--- config.mk ---
export PLATFORM = sky130hd
export DESIGN_NAME = dfa_rom_arbiter
export DESIGN_NICKNAME = d
export VERILOG_FILES = /design/src/rtl/dfa_rom_arbiter.sv
export SDC_FILE = /design/constraint.sdc
export NUM_CORES = 1
export LEC_CHECK = 0
export CAP_MARGIN = 30
export CORE_ASPECT_RATIO = 1.25
export CORE_MARGIN = 5
export CORE_UTILIZATION = 45
export DETAILED_ROUTE_END_ITERATION = 8
export GPL_TIMING_DRIVEN = 0
export HOLD_SLACK_MARGIN = 0.12
export PLACE_DENSITY = 0.81
export SETUP_SLACK_MARGIN = 0.02
export SLEW_MARGIN = 20
export SYNTH_ARGS = -nofsm -noshare
export SYNTH_HDL_FRONTEND = slang
export SYNTH_SLANG_ARGS = --single-unit
export TNS_END_PERCENT = 1
--- constraint.sdc ---
create_clock -name clk -period 5.8 [get_ports clk]
set_input_delay 0.58 -clock clk [delete_from_list [all_inputs] [get_ports clk]]
set_output_delay 0.58 -clock clk [all_outputs]
set_load 0.01 [all_outputs]
--- src/rtl/dfa_rom_arbiter.sv ---
// dfa_rom_arbiter: round-robin share of one DFA transition ROM among NUM_REQ CAM monitors.
// A tag pipeline follows every read so the ROM word is routed back to the requester that
// issued it; a flush drops that requester's in-flight reads.
// Build option: define DFA_ARB_DUAL_PORT_EN to grant a second requester per cycle on ROM port B.
module dfa_rom_arbiter #(
   parameter int NUM_REQ = 4,
   parameter int AW      = 12,
   parameter int DW      = 32,
   parameter int ROM_LAT = 2
) (
   input  logic                  clk,
   input  logic                  reset,
   input  logic [NUM_REQ-1:0]    req,
   input  logic [NUM_REQ*AW-1:0] req_addr,
   input  logic [NUM_REQ-1:0]    flush,
   output logic [NUM_REQ-1:0]    gnt,
   output logic [NUM_REQ-1:0]    rsp_valid,
   output logic [NUM_REQ*DW-1:0] rsp_data,
   output logic [AW-1:0]         rom_addr_a,
   output logic                  rom_rden_a,
   input  logic [DW-1:0]         rom_q_a,
   output logic [AW-1:0]         rom_addr_b,
   output logic                  rom_rden_b,
   input  logic [DW-1:0]         rom_q_b
);
   localparam int IW = $clog2(NUM_REQ);
`ifdef DFA_ARB_DUAL_PORT_EN
   localparam int NP = 2;
`else
   localparam int NP = 1;
`endif
   logic [AW-1:0]      addr_arr [NUM_REQ];
   logic [NUM_REQ-1:0] elig, gnt_nxt, rsp_hit;
   logic [DW-1:0]      hit_q [NUM_REQ];
   logic [IW-1:0]      rr_ptr, rr_nxt, last_id;
   logic [IW:0]        idx;
   logic               taken;
   logic [NP-1:0]      win_v, port_rden;
   logic [IW-1:0]      win_id [NP];
   logic [AW-1:0]      win_addr [NP];
   logic [AW-1:0]      port_addr [NP];
   logic [DW-1:0]      port_q [NP];
   logic [ROM_LAT-1:0] tag_v [NP];
   logic [IW-1:0]      tag_id [NP][ROM_LAT];

   assign elig = req & ~gnt & ~flush;

   // split the packed address bus into per-requester words
   always_comb
      for (int i = 0; i < NUM_REQ; i++) addr_arr[i] = req_addr[i*AW +: AW];

   // scan eligible requesters in wrap order from rr_ptr; first hit takes port A, next hit port B
   always_comb begin
      win_v = '0;
      gnt_nxt = '0;
      idx = '0;
      taken = 1'b0;
      for (int p = 0; p < NP; p++) begin
         win_id[p] = '0;
         win_addr[p] = '0;
      end
      for (int k = 0; k < NUM_REQ; k++) begin
         idx = {1'b0, rr_ptr} + (IW+1)'(k);
         if (idx >= (IW+1)'(NUM_REQ)) idx = idx - (IW+1)'(NUM_REQ);
         taken = 1'b0;
         for (int p = 0; p < NP; p++)
            if (elig[idx[IW-1:0]] && !taken && !win_v[p]) begin
               win_v[p] = 1'b1;
               win_id[p] = idx[IW-1:0];
               win_addr[p] = addr_arr[idx[IW-1:0]];
               gnt_nxt[idx[IW-1:0]] = 1'b1;
               taken = 1'b1;
            end
      end
   end

   assign last_id = win_v[NP-1] ? win_id[NP-1] : win_id[0];
   assign rr_nxt  = (last_id == IW'(NUM_REQ-1)) ? '0 : last_id + 1'b1;

   // register grants and move the round-robin pointer past the last winner
   always_ff @(posedge clk or posedge reset) begin
      if (reset) begin
         gnt <= '0;
         rr_ptr <= '0;
      end else begin
         gnt <= gnt_nxt;
         if (win_v[0]) rr_ptr <= rr_nxt;
      end
   end

   // drive the ROM ports and shift owner tags alongside the ROM latency, dropping flushed owners
   always_ff @(posedge clk or posedge reset) begin
      if (reset) begin
         port_rden <= '0;
         for (int p = 0; p < NP; p++) begin
            port_addr[p] <= '0;
            tag_v[p] <= '0;
            for (int s = 0; s < ROM_LAT; s++) tag_id[p][s] <= '0;
         end
      end else begin
         port_rden <= win_v;
         for (int p = 0; p < NP; p++) begin
            if (win_v[p]) port_addr[p] <= win_addr[p];
            tag_v[p][0] <= win_v[p];
            tag_id[p][0] <= win_id[p];
            for (int s = 1; s < ROM_LAT; s++) begin
               tag_v[p][s] <= tag_v[p][s-1] & ~flush[tag_id[p][s-1]];
               tag_id[p][s] <= tag_id[p][s-1];
            end
         end
      end
   end

   // route each exiting tag's ROM word to its owner; a flush in the exit cycle suppresses it
   always_comb begin
      rsp_hit = '0;
      for (int i = 0; i < NUM_REQ; i++) hit_q[i] = '0;
      for (int p = 0; p < NP; p++)
         for (int i = 0; i < NUM_REQ; i++)
            if (tag_v[p][ROM_LAT-1] && tag_id[p][ROM_LAT-1] == IW'(i) && !flush[i]) begin
               rsp_hit[i] = 1'b1;
               hit_q[i] = port_q[p];
            end
   end

   // register response pulses; read data holds until the owner's next response
   always_ff @(posedge clk or posedge reset) begin
      if (reset) begin
         rsp_valid <= '0;
         rsp_data <= '0;
      end else begin
         rsp_valid <= rsp_hit;
         for (int i = 0; i < NUM_REQ; i++)
            if (rsp_hit[i]) rsp_data[i*DW +: DW] <= hit_q[i];
      end
   end

   assign rom_addr_a = port_addr[0];
   assign rom_rden_a = port_rden[0];
   assign port_q[0]  = rom_q_a;
`ifdef DFA_ARB_DUAL_PORT_EN
   assign rom_addr_b = port_addr[1];
   assign rom_rden_b = port_rden[1];
   assign port_q[1]  = rom_q_b;
`else
   logic unused_q_b;
   assign rom_addr_b = '0;
   assign rom_rden_b = 1'b0;
   assign unused_q_b = ^rom_q_b;
`endif
endmodule

==> flow_summary.rst <==
.. list-table::
   :header-rows: 1

   * - Metric
     - Value
   * - Worst hold slack
     - a little under 0.4 ns
   * - Standard-cell rows
     - 53
   * - Buffers & Inverters on Critical Path
     - 3
   * - CP cell instances
     - inv_1 -> ha_1 -> clkbuf_1 -> buf_1 -> a2111oi_0 -> o41ai_1 -> nor3_1 -> a211o_1
   * - Mean cell area of the mapped netlist
     - 12.89 µm²
   * - Startpoint-to-endpoint class of the critical path
     - reg -> reg
   * - DRC violation count after routing
     - 0
   * - Via count normalized by instance count
     - 5.557
   * - Async set-or-reset flop fraction in the synthesized netlist
     - between 90% and 100%
   * - Count of TritonRoute iterations in the first routing pass
     - 5
   * - Postcts setup bufs
     - 0
   * - Area growth, synth to finish
     - 42.80%
   * - Gates resized, CTS repair
     - 0
   * - Largest cells by area after synthesis
     - dfrtp_1, mux4_2, mux2_2
   * - Iteration-0 DRC count of the detailed router
     - 481
   * - Longest individual stage delay on the worst path
     - around 0.78 ns
   * - Launching element type of the critical path
     - register
   * - Post-synth EDFFs
     - 0
   * - Largest net degree at the start of global routing
     - 103
   * - Hold Vio Cnt, Final
     - 0
   * - GR Overflow Total
     - 0
   * - Clock tree from TritonCTS
     - done
   * - Vias in the first global route
     - 6,414
   * - Final worst path period share
     - about 58%
   * - Pin slew with the least headroom to its limit
     - between 0.8 and 0.9 ns
   * - WP data arrival
     - 3.67 ns
   * - Commonest register cell after synthesis
     - dfrtp_1
   * - Non-filler instance count after layout
     - 1,109
   * - Crit path max-delay family
     - compound AO/OA/AOI/OAI gates
   * - FMAX
     - 296.9 MHz
   * - Area share of the leading cell type in the synthesized netlist
     - 49.99%
   * - Number of fill cells in the layout
     - 1,304
   * - Highest fanout seen on the critical path
     - 10
   * - Die X-Extent
     - about 130 µm
   * - Maximum clock insertion buffer count
     - 2
   * - Setup skew after layout
     - 0.01526 ns
   * - TritonCTS sink count
     - 156
   * - Util after Layout
     - ~66%
   * - H-tree level count
     - 4
   * - Register Area
     - 3904 µm²
   * - Cell area after placement
     - around 11,000 µm²
   * - Routed vias
     - 6,163
   * - Die height
     - roughly 160 µm
   * - Gate count of the mapped netlist
     - 606
   * - Part of the Yosys area used for sequential elements
     - 49.99%
   * - Critical-path cell with the highest stage delay
     - o41ai_1
   * - Global-route usage over all layers
     - 22.78%
   * - Die Outline Area
     - between 20,000 and 25,000 µm²
   * - Number of top-level design ports
     - 284
   * - #FFs+latches synth
     - 156
   * - Final weighted congestion in routability-driven placement
     - 0.8368
   * - Routed Wire Length
     - 22,700 µm
   * - Final count of negative-setup-slack endpoints
     - 0
   * - Hold buffers post-CTS
     - 0
   * - Number of nets with antenna violations after detailed routing
     - 0
   * - Slew headroom
     - 43.80%
   * - RSZ-0062 raised after global routing
     - no
   * - Final design area excluding fillers
     - 11,150 µm²
   * - Overall power of the completed layout
     - 6.615 mW
   * - Pins over their slew limit
     - 0
   * - Area taken by multi-input logic gates
     - 3672 µm²
   * - Final Critical Period
     - 3.368 ns
   * - Run status
     - finished clean
   * - Standby leakage power
     - 4.730 nW
   * - Placeable Area
     - 16,980 µm²
   * - Max-capacitance violation count
     - 0
   * - Starting density of the core
     - 46.00%
   * - Wire length of the first global-routing pass
     - 35,700 µm
   * - Power per cell area
     - 593.2 nW/µm²
   * - CP endpoint kind
     - register
   * - Routed length per instance
     - 20.47 µm
   * - TritonCTS buffer count
     - 17
   * - Data required time at the worst endpoint
     - 6.10 ns
   * - Number of cells after detailed placement
     - between 1,000 and 1,500
   * - Warnings from Yosys
     - 0
   * - Cell type with the highest aggregate area in the netlist
     - dfrtp_1
   * - Proportion of layout cells with a drive suffix above 1
     - around a quarter
   * - Antenna fix cells
     - 0
   * - Root Buffer Master
     - clkbuf_16
   * - Number of distinct library cells after synthesis
     - 42
   * - Initial antenna violation count
     - 0
   * - Insertion delay to the later sink of the worst-skew pair
     - 0.42 ns
   * - Largest vdd supply drop
     - 0.0002469 V
   * - Detailed Place HPWL
     - 16,720 µm
   * - Worst min path class
     - reg -> reg
   * - Summed instance area of the synthesized netlist
     - 7809 µm²
   * - Register clock-pin slew on the reported worst setup and hold paths
     - 0.07 ns
   * - Net total in the final layout
     - between 1,000 and 1,500
   * - # port buffers
     - 238
## power breakdown
group          switching (mW)  total (mW)  internal, mW  leakage, nW
registers               0.299        1.92          1.63         1.93
logic                    1.61        3.59          1.97         2.51
clock network           0.521        1.10         0.582        0.289
## state kept, by name, summed over array words and instances, names as in the netlist, named ones only
signal and cells:
gnt 4, rom_addr_a 12, rr_ptr 1, rsp_data 128, rsp_valid 4, tag_id 4
tag_v 2
## cell usage after synthesis, types with 2 or more instances
| master | count |
|---|---|
| dfrtp_1 | 156 |
| nand2_1 | 109 |
| mux2_2 | 98 |
| mux4_2 | 54 |
| nor2_1 | 27 |
| clkbuf_1 | 24 |
| a21oi_1 | 20 |
| buf_4 | 13 |
| o21ai_0 | 12 |
| buf_2 | 11 |
| a211o_1 | 8 |
| ha_1 | 8 |
| inv_1 | 8 |
| a22oi_1 | 7 |
| mux2i_1 | 5 |
| nor3_1 | 5 |
| a221o_1 | 4 |
| nor3b_1 | 4 |
| or3b_4 | 4 |
| a211oi_1 | 3 |
| buf_1 | 3 |
| o22a_1 | 2 |
| o22ai_1 | 2 |
## path summary, 6_finish.rpt
check                           from           end  slack [ns]  cells after the start
hold / removal             tag_id[3]     tag_id[1]        0.39                      0
min in group asynchronous      reset  rsp_data[75]        0.56                      2
setup reg to reg           rr_ptr[1]     rr_ptr[1]        2.43                      8
hold reg to reg            tag_id[3]     tag_id[1]        0.39                      0
max in group asynchronous      reset      tag_v[1]        4.39                      3
setup / recovery           rr_ptr[1]     rr_ptr[1]        2.43                      8
## area by class of cell
type | instances | area share, %
plain buffers | 51 | 2.278
inverters | 8 | 0.3366
repair buffers | 239 | 21.61
multi-input cells | 403 | 32.93
well taps | 220 | 2.469
clock buffers | 17 | 3.815
clock inverters | 15 | 1.548
flip-flops and latches | 156 | 35.01
## kinds of logic (layout without fill, tap and decap cells)
family / after synthesis / after routing / share of synthesized area [%]
simple gates: 159 / 159 / 8.845
buf+inv: 59 / 330 / 3.637
xor+xnor: 1 / 1 / 0.1122
other cells: 1 / 13 / 0.04802
compound gates: 65 / 65 / 5.737
flops: 156 / 156 / 49.99
fa+ha+maj: 8 / 8 / 1.282
mux: 157 / 157 / 30.35
## metrics by stage
step,setup WS [ns],TNS (ns)
floorplan,1.013,0
global placement,-1.182,-181.91
detailed placement,2.357,0
CTS,2.485,0
global route,2.299,0
finish,2.432,0
## cells in the final DEF, fill, tap and decap left out, drive strengths merged, types with 2 or more instances in the layout
cell type,count
clkdlybuf4s50,238
dfrtp,156
nand2,110
mux2,98
mux4,54
clkbuf,41
nor2,28
buf,28
a21oi,20
inv,16
conb,13
o21ai,13
a211o,8
ha,8
a22oi,8
nor3,6
clkinv,6
mux2i,5
or3b,4
nor3b,4
a221o,4
a211oi,3
o22ai,2
o22a,2
## layer usage
layer	share of wire, %	wire length [µm]	vias up	global-route usage, %
met5	0	0	-	0
met4	2.7	618	0	7.634
met3	7.2	1634	49	4.447
met2	52	11900	304	40.49
met1	38	8540	3082	27.81
li1	-	-	2728	-
Note: power is estimated with default switching activity, not from simulation.
